--- src/rtl/uart_pkg.sv ---
// Shared definitions for the UART transmit FIFO: launch FSM states,
// WAIT_BUSY timeout and the default FIFO depth.
package uart_pkg;

  typedef enum logic [1:0] {
    IDLE      = 2'd0,
    WAIT_BUSY = 2'd1,
    WAIT_DONE = 2'd2
  } tx_state_t;

  localparam int BUSY_TIMEOUT  = 4;
  localparam int DEFAULT_DEPTH = 16;

endpackage

--- src/rtl/uart_tx_fifo_if.sv ---
// Write-side bundle of the transmit FIFO: byte and strobe in, occupancy
// status out. The master enqueues, the slave holds the storage.
interface uart_tx_fifo_if #(
  parameter int ADDR_W = 4
);

  logic [7:0]      wr_data;
  logic            wr_en;
  logic            full;
  logic            empty;
  logic [ADDR_W:0] count;

  modport master (output wr_data, wr_en, input full, empty, count);
  modport slave  (input wr_data, wr_en, output full, empty, count);

endinterface

--- src/rtl/uart_tx_fifo_sync_fifo.sv ---
// Synchronous byte FIFO with first-word-fall-through read port.
// Pointers wrap naturally because DEPTH is a power of two.
module sync_fifo
  import uart_pkg::*;
#(
  parameter int DEPTH  = DEFAULT_DEPTH,
  parameter int ADDR_W = $clog2(DEPTH)
) (
  input  logic           clk,
  input  logic           rst,
  uart_tx_fifo_if.slave  wr,
  input  logic           rd_en,
  output logic [7:0]     rd_data
);

  localparam logic [ADDR_W:0] FULL_CNT = (ADDR_W + 1)'(DEPTH);

  logic [7:0]        mem [DEPTH];
  logic [ADDR_W-1:0] wr_ptr;
  logic [ADDR_W-1:0] rd_ptr;
  logic [ADDR_W:0]   cnt;
  logic              push;
  logic              pop;

  // A full FIFO refuses writes even when a pop lands on the same edge.
  assign push = wr.wr_en && !wr.full;
  assign pop  = rd_en && !wr.empty;

  always_ff @(posedge clk or posedge rst) begin
    if (rst) begin
      wr_ptr <= '0;
      rd_ptr <= '0;
      cnt    <= '0;
    end else begin
      if (push) wr_ptr <= wr_ptr + ADDR_W'(1);
      if (pop)  rd_ptr <= rd_ptr + ADDR_W'(1);
      case ({push, pop})
        2'b10:   cnt <= cnt + (ADDR_W + 1)'(1);
        2'b01:   cnt <= cnt - (ADDR_W + 1)'(1);
        default: cnt <= cnt;
      endcase
    end
  end

  always_ff @(posedge clk) begin
    if (push) mem[wr_ptr] <= wr.wr_data;
  end

  assign rd_data  = mem[rd_ptr];
  assign wr.full  = (cnt == FULL_CNT);
  assign wr.empty = (cnt == '0);
  assign wr.count = cnt;

endmodule

--- src/rtl/uart_tx_fifo.sv ---
// Byte FIFO in front of a UART transmitter with a launch FSM that pops one
// byte per transmission. Define UART_TX_FIFO_OVERFLOW_EN for a sticky overflow flag.
module uart_tx_fifo
  import uart_pkg::*;
#(
  parameter int DEPTH  = DEFAULT_DEPTH,
  parameter int ADDR_W = $clog2(DEPTH)
) (
  input  logic            clk,
  input  logic            rst,
  input  logic [7:0]      wr_data,
  input  logic            wr_en,
  output logic            full,
  output logic            empty,
  output logic [ADDR_W:0] count,
  output logic [7:0]      tx_data,
  output logic            tx_data_ready,
  input  logic            tx_done,
  output logic            overflow
);

  localparam logic [1:0] BUSY_LAST = 2'(BUSY_TIMEOUT - 1);

  uart_tx_fifo_if #(.ADDR_W(ADDR_W)) fifo_bus ();

  tx_state_t  state;
  tx_state_t  state_next;
  logic [1:0] busy_cnt;
  logic       launch;
  logic [7:0] head;

  assign fifo_bus.wr_data = wr_data;
  assign fifo_bus.wr_en   = wr_en;
  assign full             = fifo_bus.full;
  assign empty            = fifo_bus.empty;
  assign count            = fifo_bus.count;

  sync_fifo #(.DEPTH(DEPTH), .ADDR_W(ADDR_W)) u_fifo (
    .clk     (clk),
    .rst     (rst),
    .wr      (fifo_bus),
    .rd_en   (launch),
    .rd_data (head)
  );

  always_ff @(posedge clk or posedge rst) begin
    if (rst) state <= IDLE;
    else     state <= state_next;
  end

  // WAIT_BUSY gives up after BUSY_TIMEOUT cycles so a transmitter that
  // finishes before ever dropping tx_done does not stall the queue.
  always_comb begin
    state_next = state;
    case (state)
      IDLE:      if (!fifo_bus.empty && tx_done) state_next = WAIT_BUSY;
      WAIT_BUSY: begin
        if (!tx_done)                   state_next = WAIT_DONE;
        else if (busy_cnt == BUSY_LAST) state_next = IDLE;
      end
      WAIT_DONE: if (tx_done) state_next = IDLE;
      default:   state_next = IDLE;
    endcase
  end

  always_comb begin
    launch = (state == IDLE) && !fifo_bus.empty && tx_done;
  end

  always_ff @(posedge clk or posedge rst) begin
    if (rst) begin
      busy_cnt      <= '0;
      tx_data       <= 8'h00;
      tx_data_ready <= 1'b0;
    end else begin
      tx_data_ready <= launch;
      if (launch) tx_data <= head;
      if (state != WAIT_BUSY) busy_cnt <= '0;
      else if (tx_done)       busy_cnt <= busy_cnt + 2'd1;
    end
  end

`ifdef UART_TX_FIFO_OVERFLOW_EN
  always_ff @(posedge clk or posedge rst) begin
    if (rst)                          overflow <= 1'b0;
    else if (wr_en && fifo_bus.full)  overflow <= 1'b1;
  end
`else
  assign overflow = 1'b0;
`endif

endmodule

--- config.mk ---
export PLATFORM = sky130hd
export DESIGN_NAME = uart_tx_fifo
export DESIGN_NICKNAME = d
export VERILOG_FILES = /design/src/rtl/uart_pkg.sv /design/src/rtl/uart_tx_fifo_if.sv /design/src/rtl/uart_tx_fifo_sync_fifo.sv /design/src/rtl/uart_tx_fifo.sv
export SDC_FILE = /design/constraint.sdc
export NUM_CORES = 1
export LEC_CHECK = 0
export BUFFER_PORTS_ARGS = -buffer_cell sky130_fd_sc_hd__buf_2
export CORE_ASPECT_RATIO = 0.9
export CORE_MARGIN = 1.5
export CORE_UTILIZATION = 30
export CTS_BUF_LIST = sky130_fd_sc_hd__clkbuf_4
export CTS_CLUSTER_DIAMETER = 80
export DETAILED_ROUTE_END_ITERATION = 8
export PLACE_DENSITY = 0.44
export RECOVER_POWER = 100
export SYNTH_ARGS = -nofsm -noshare
export SYNTH_HDL_FRONTEND = slang
export SYNTH_HIERARCHICAL = 1
export SYNTH_SLANG_ARGS = --single-unit
--- constraint.sdc ---
create_clock -name clk -period 6.5 [get_ports clk]
set_clock_uncertainty 0.2 [all_clocks]
set_input_delay 0 -clock clk [delete_from_list [all_inputs] [get_ports clk]]
set_output_delay 0 -clock clk [all_outputs]
set_load 0.01 [all_outputs]
After elaboration in Yosys (flattened, before gate mapping):

Memory sizes are Yosys's and may differ from the RTL's. A register that Yosys moved wholly into a read port is not among the register bits.
Cells that the tools add are included.

* add/subtract/negate cells: 5
* equality and inequality tests: 10
* muxes and demuxes: 10
* reductions and logical operators: 12

Operators with widths (count)
* $mux 2: 6
* $pmux 5 s2: 1
* $add 4x1->4 const B: 2
* $eq 2x2->1 const B: 3
* $pmux 2 s3: 1
* $add 5x1->5 const B: 1
* $eq 5x5->1 const B: 1
* $logic_and 1x1->1: 5
* $logic_not 5->1: 1
* $sub 5x1->5 const B: 1
* $eq 2x1->1 const B: 2
* $ne 2x2->1 const B: 2
* $reduce_bool 2->1: 2
* $ne 3x3->1 const B: 1
* $reduce_and 3->1: 1
* $add 2x1->2 const B: 1
* $logic_not 1->1: 2
* $logic_not 2->1: 1
* $mux 1: 2
* $ne 2x1->1 const B: 1

* register bits after elaboration: 18
* bits in writable memories: 128
* input port bits: 12
* output and inout bits: 17
* word-level logic and storage cells: 44
* memories kept: 1

Memory list
* u_fifo.mem: words 16, bits a word 8, read ports 1, clocked after memory_dff 1, wr ports 1, line uart_tx_fifo_sync_fifo.sv:18 `logic [7:0] mem [DEPTH];`

Longest topological paths before layout:

* word-level depth: 7
* gate-level depth with buffers: 13
* depth with buffers taken out: 12

By module:

Netlist, hierarchy kept.

By module, submodules not included
* sync_fifo: instances 1, cells an instance 333, area each 5836.8 um^2, seq. area each 4169.0 um^2
* uart_tx_fifo: instances 1, cells an instance 35, area each 529.3 um^2, seq. area each 325.3 um^2

Worst setup path after synthesis:

Ideal clock, no wire load.

* kind: register to register
* start point: register u_fifo.cnt[0] (netlist: u_fifo/wr.count[0])
* end point: register u_fifo.cnt[4] (netlist: u_fifo/wr.count[4])
* setup time: 0.126 ns
* data arrival time: 2.972 ns
* data required time: 6.174 ns
* path slack: 3.202 ns
* stages on the path, launching flop included: 14
* path buffers: 1
* period minus slack after synthesis: 3.298 ns
* cell sequence: dfrtp_1 -> nor4_2 -> and2b_1 -> nor4b_4 -> nor2b_1 -> buf_6 -> ha_1 -> inv_1 -> fa_1 -> nor2b_1 -> o21ai_0 -> nand3_1 -> or3b_1 -> xnor2_1

* longest elaborated chain between the ends: 7

RTL lines
* from (decl): line uart_tx_fifo_sync_fifo.sv:21 `logic [ADDR_W:0] cnt;`
* from (signal assigned): line uart_tx_fifo_sync_fifo.sv:38 `2'b10: cnt <= cnt + (ADDR_W + 1)'(1);`
* from (signal assigned): line uart_tx_fifo_sync_fifo.sv:39 `2'b01: cnt <= cnt - (ADDR_W + 1)'(1);`
* from (signal assigned): line uart_tx_fifo_sync_fifo.sv:40 `default: cnt <= cnt;`
* $logic_not 5->1 (*): line uart_tx_fifo_sync_fifo.sv:51 `assign wr.empty = (cnt == '0);`
* via empty: line uart_tx_fifo.sv:14 `output logic empty,`
* $logic_not 1->1 (*): line uart_tx_fifo.sv:67 `launch = (state == IDLE) && !fifo_bus.empty && tx_done;`
* $logic_and 1x1->1 (*) (2 in a row): line uart_tx_fifo.sv:67
* via launch: line uart_tx_fifo.sv:29 `logic launch;`
* $logic_and 1x1->1 (*): line uart_tx_fifo_sync_fifo.sv:27 `assign pop = rd_en && !wr.empty;`
* via u_fifo.pop: line uart_tx_fifo_sync_fifo.sv:23 `logic pop;`
* $eq 2x1->1 or $eq 2x2->1 (tied branches): line uart_tx_fifo_sync_fifo.sv:37 `case ({push, pop})`
* $pmux 5 s2 or $reduce_bool 2->1 (tied branches)

Mark *: on every way through the listed nets, which the timed path passes. The rest lies on a longest branch.
A chain may end at the register's enable or synchronous reset.

Worst setup path in the final report:

* start point: register u_fifo.cnt[0] (netlist: u_fifo/wr.count[0])
* end point: register u_fifo.cnt[4] (netlist: u_fifo/wr.count[4])

* longest elaborated chain between the ends: 7

RTL lines (line)
* $logic_not 5->1 (*): uart_tx_fifo_sync_fifo.sv:51
* $logic_not 1->1 (*): uart_tx_fifo.sv:67
* $logic_and 1x1->1 (*) (2 in a row): uart_tx_fifo.sv:67
* via launch: uart_tx_fifo.sv:29
* $logic_and 1x1->1 (*): uart_tx_fifo_sync_fifo.sv:27
* $eq 2x1->1 or $eq 2x2->1 (tied branches): uart_tx_fifo_sync_fifo.sv:37
* $pmux 5 s2 or $reduce_bool 2->1 (tied branches)

Marked as above.

==> results by group <==
Timing
  • Crit path time final: 4.668 ns
  • Final setup violation count: 0
  • Slew HR: -21.68%
  • Min Hold Slack: 0.1163 ns
  • Slew Limit Fails: 11
  • Slew @ Worst Pin: 1.800 ns
  • Final Hold Viols: 0
  • Final period util: 71.82%
  • Peak Freq: 214.2 MHz
  • Sum of negative setup slack: 0 ns
  • RSZ-0062 raised after global routing: false

Power
  • Max VDD drop: 0.0001672 V
  • LEAKAGE: 2.420 nW
  • Pwr per Cell Area: around 400 nW/um^2

Synth
  • Main combinational cell family by area after synthesis: multiplexers
  • Number of synthesized flops with an enable pin: 128
  • Post-Syn Area: ~6400 um^2
  • Post-Synth Simple-Gate Area: 4.383%
  • Synth Area in Compound Gates: 5.385%
  • Synthesized area per cell: around 17 um^2
  • Sequential-to-total area share from yosys stat: around 70%
  • Synth cell types: 39
  • Syn Nets: around 390
  • Mux contribution to synthesized area: 12.99%
  • Syn Inst Count: about 370
  • #FFs+latches synth: 154
  • Dominant synthesized flop cell: edfxtp_1
  • Ys async rst share: 16.88%
  • Synth warnings: 6
  • XOR/XNOR Fraction of Synth Area: 1.513%
  • Synth Area in Adders: around 2.3%

Floorplan
  • Die width: 156.6 um
  • Starting density of the core: between 30 and 40%
  • Die height: ~140 um
  • Die area: 22,100 um^2
  • # rows: 50
  • I/O pin total: 29
  • Total core area: 20,830 um^2

Route
  • DR vias: 3,262
  • First-pass detailed-route iteration total: 4
  • Avg Vias per Cell: 4.569
  • Post-Route WL: around 14,000 um
  • Post-route ant nets: 0
  • Starting DRT DRC Count: 190
  • Drt wl/cell: between 15 and 20 um
  • DRC Markers: 0

CTS
  • H-tree depth: 4
  • CTS tree: done
  • Clock buffers created by TritonCTS: 17
  • Setup repair bufs after CTS: 0
  • Clock root buffer: clkbuf_4
  • # hold bufs at CTS: 13
  • Clock Sinks: 154
  • CTS Buffer Depth: 2
  • Clk slew on worst S/H paths: 0.14 ns
  • CTS-repair resized insts: 0
  • Clk_lat worst skew: 0.53 ns

Run status
  • Failing checks: capacitance limit, slew limit
  • Status: finished with violations

Finish
  • Post-Layout Cell Count: 714
  • Share of cells above drive strength 1: around 17%
  • Final net count: 437
  • Syn-to-layout area delta: 10.97%

Setup path
  • Crit path kind: reg2reg
  • Worst reg2reg startpoint: u_fifo/wr.count[0]$_DFFE_PP0P_
  • WP data required: approximately 6.7 ns
  • Crit end category: register
  • Critical Path Start: u_fifo/wr.count[0]$_DFFE_PP0P_
  • CP startpoint kind: register
  • CP max FO: 10
  • Crit path DAT: 4.89 ns

Worst hold path
  • HP Class: in2reg
  • Hold Crit Start: tx_done

Global routing
  • Initial antenna violation count: 1
  • GRT overflow: 0
  • Total track usage: 14.01%
  • First-pass GRT wire length: between 20,000 and 25,000 um
  • Largest net degree at the start of global routing: 52
  • Vias in the first global route: around 3,300

Placed design
  • RD Place Congestion: 0.7530
  • Cells after DPL: 668
  • Hpwl dp: 9043 um
  • PortBufs: 27

Job
  • Max cap viols: 1
where the power goes:
group / switching, W / total (W) / internal [W]
clock: 0.000361 / 0.000520 / 0.000159
sequential: 0.000142 / 0.00137 / 0.00122
combinational: 0.000554 / 0.000948 / 0.000394
total: 0.00106 / 0.00283 / 0.00178
kinds of logic (layout without fill, tap and decap cells):
group,Yosys count,in the layout
compound gates,48,48
xor+xnor,11,11
fa+ha+maj,11,11
buf+inv,29,88
flops,154,154
mux,60,60
other cells,1,2
simple gates,54,54
layer usage:
metal	wire length, um	part of all wire (%)	track usage (%)
met5	0	0	0
met4	58	0.41	3.759
met3	566	4.0	3.658
met2	6874	49	21.24
met1	6661	47	19.91
cell usage after synthesis, drive strengths merged (2+ instances only):
library cell	instances	area [um^2]
mux4	16	360.4
o21ai	20	100.1
mux2	18	206.5
nor3	4	20.02
inv	10	37.54
xnor2	8	70.07
nor2b	3	18.77
nor2	14	52.55
nand2b	4	25.02
buf	17	132.6
xor2	3	26.28
dfrtp	26	650.6
nand3	2	10.01
edfxtp	128	3844
and2	2	12.51
clkbuf	2	7.510
a22oi	8	60.06
a21oi	11	55.05
mux2i	26	260.3
ha	10	125.1
nand2	19	73.82
a221oi	8	120.1
flip-flops by register name (all words and copies together) (netlist names):
signal,flops
busy_cnt,2
state,2
tx_data,8
tx_data_ready,1
u_fifo/mem,128
u_fifo/rd_ptr,4
u_fifo/wr.count,5
u_fifo/wr_ptr,4
final timing paths:
check | end | slack, ns | cells after the start
worst min register to register | state[0]$_DFFE_PP0P_ | 0.29 | 1
worst max register to register | u_fifo/wr.count[4]$_DFFE_PP0P_ | 1.83 | 12
min in group asynchronous | tx_data[1]$_DFFE_PP0P_ | 0.42 | 4
worst max-delay path | u_fifo/wr.count[4]$_DFFE_PP0P_ | 1.83 | 12
max in group asynchronous | u_fifo/rd_ptr[0]$_DFFE_PP0P_ | 5.27 | 4
worst min-delay path | state[0]$_DFFE_PP0P_ | 0.12 | 3
critical path, stage by stage (launching register included):
cell     delay, ns
dfrtp_1       0.45
nor4_1        0.10
and2b_1       0.23
nor4b_1       1.43
nor2b_1       0.50
ha_1          0.32
inv_1         0.10
fa_1          0.41
nor2b_1       0.12
o21ai_0       0.11
nand3_1       0.10
or3b_1        0.36
xnor2_1       0.13
per-stage QoR:
stage               util (%)  setup slack [ns]  instance area (um^2)  power, W
floorplan                  -             3.202                  6366  0.002064
global placement       32.47             2.780                  6765  0.002366
detailed placement     32.47             2.734                  6765  0.002375
CTS                    34.25             2.665                  7134  0.002905
global route           33.91             1.358                  7064  0.003025
finish                 33.91             1.832                  7064  0.002834
layout by cell type, fill, tap and decap left out, drive strengths merged:
cell	n
clkinv	5
and2b	1
xnor2	8
o21ai	20
nor2	14
nand3	2
inv	20
a221oi	8
diode	1
nor3b	1
dfrtp	26
nor4b	1
ha	10
conb	1
mux4	16
dlygate4sd3	13
edfxtp	128
a21o	1
nor3	4
nand2	19
xor2	3
clkbuf	45
nor4	1
a21oi	11
buf	5
or3b	1
nor2b	3
and2	2
mux2	18
nand4	1
nand2b	4
mux2i	26
a22oi	8
fa	1
area by class of cell:
| type | count | area, um^2 |
|---|---|---|
| fillers | 2023 | 13770 |
| flip-flops and latches | 154 | 4496 |
| multi-input cells | 185 | 1667 |
| well taps | 286 | 357.8 |
| repair buffers | 46 | 265.3 |
| clock buffers | 17 | 127.6 |
| clock inverters | 15 | 111.4 |
| inverters | 10 | 37.54 |
| diodes | 1 | 2.502 |
Note: power is estimated with default switching activity, not from simulation.
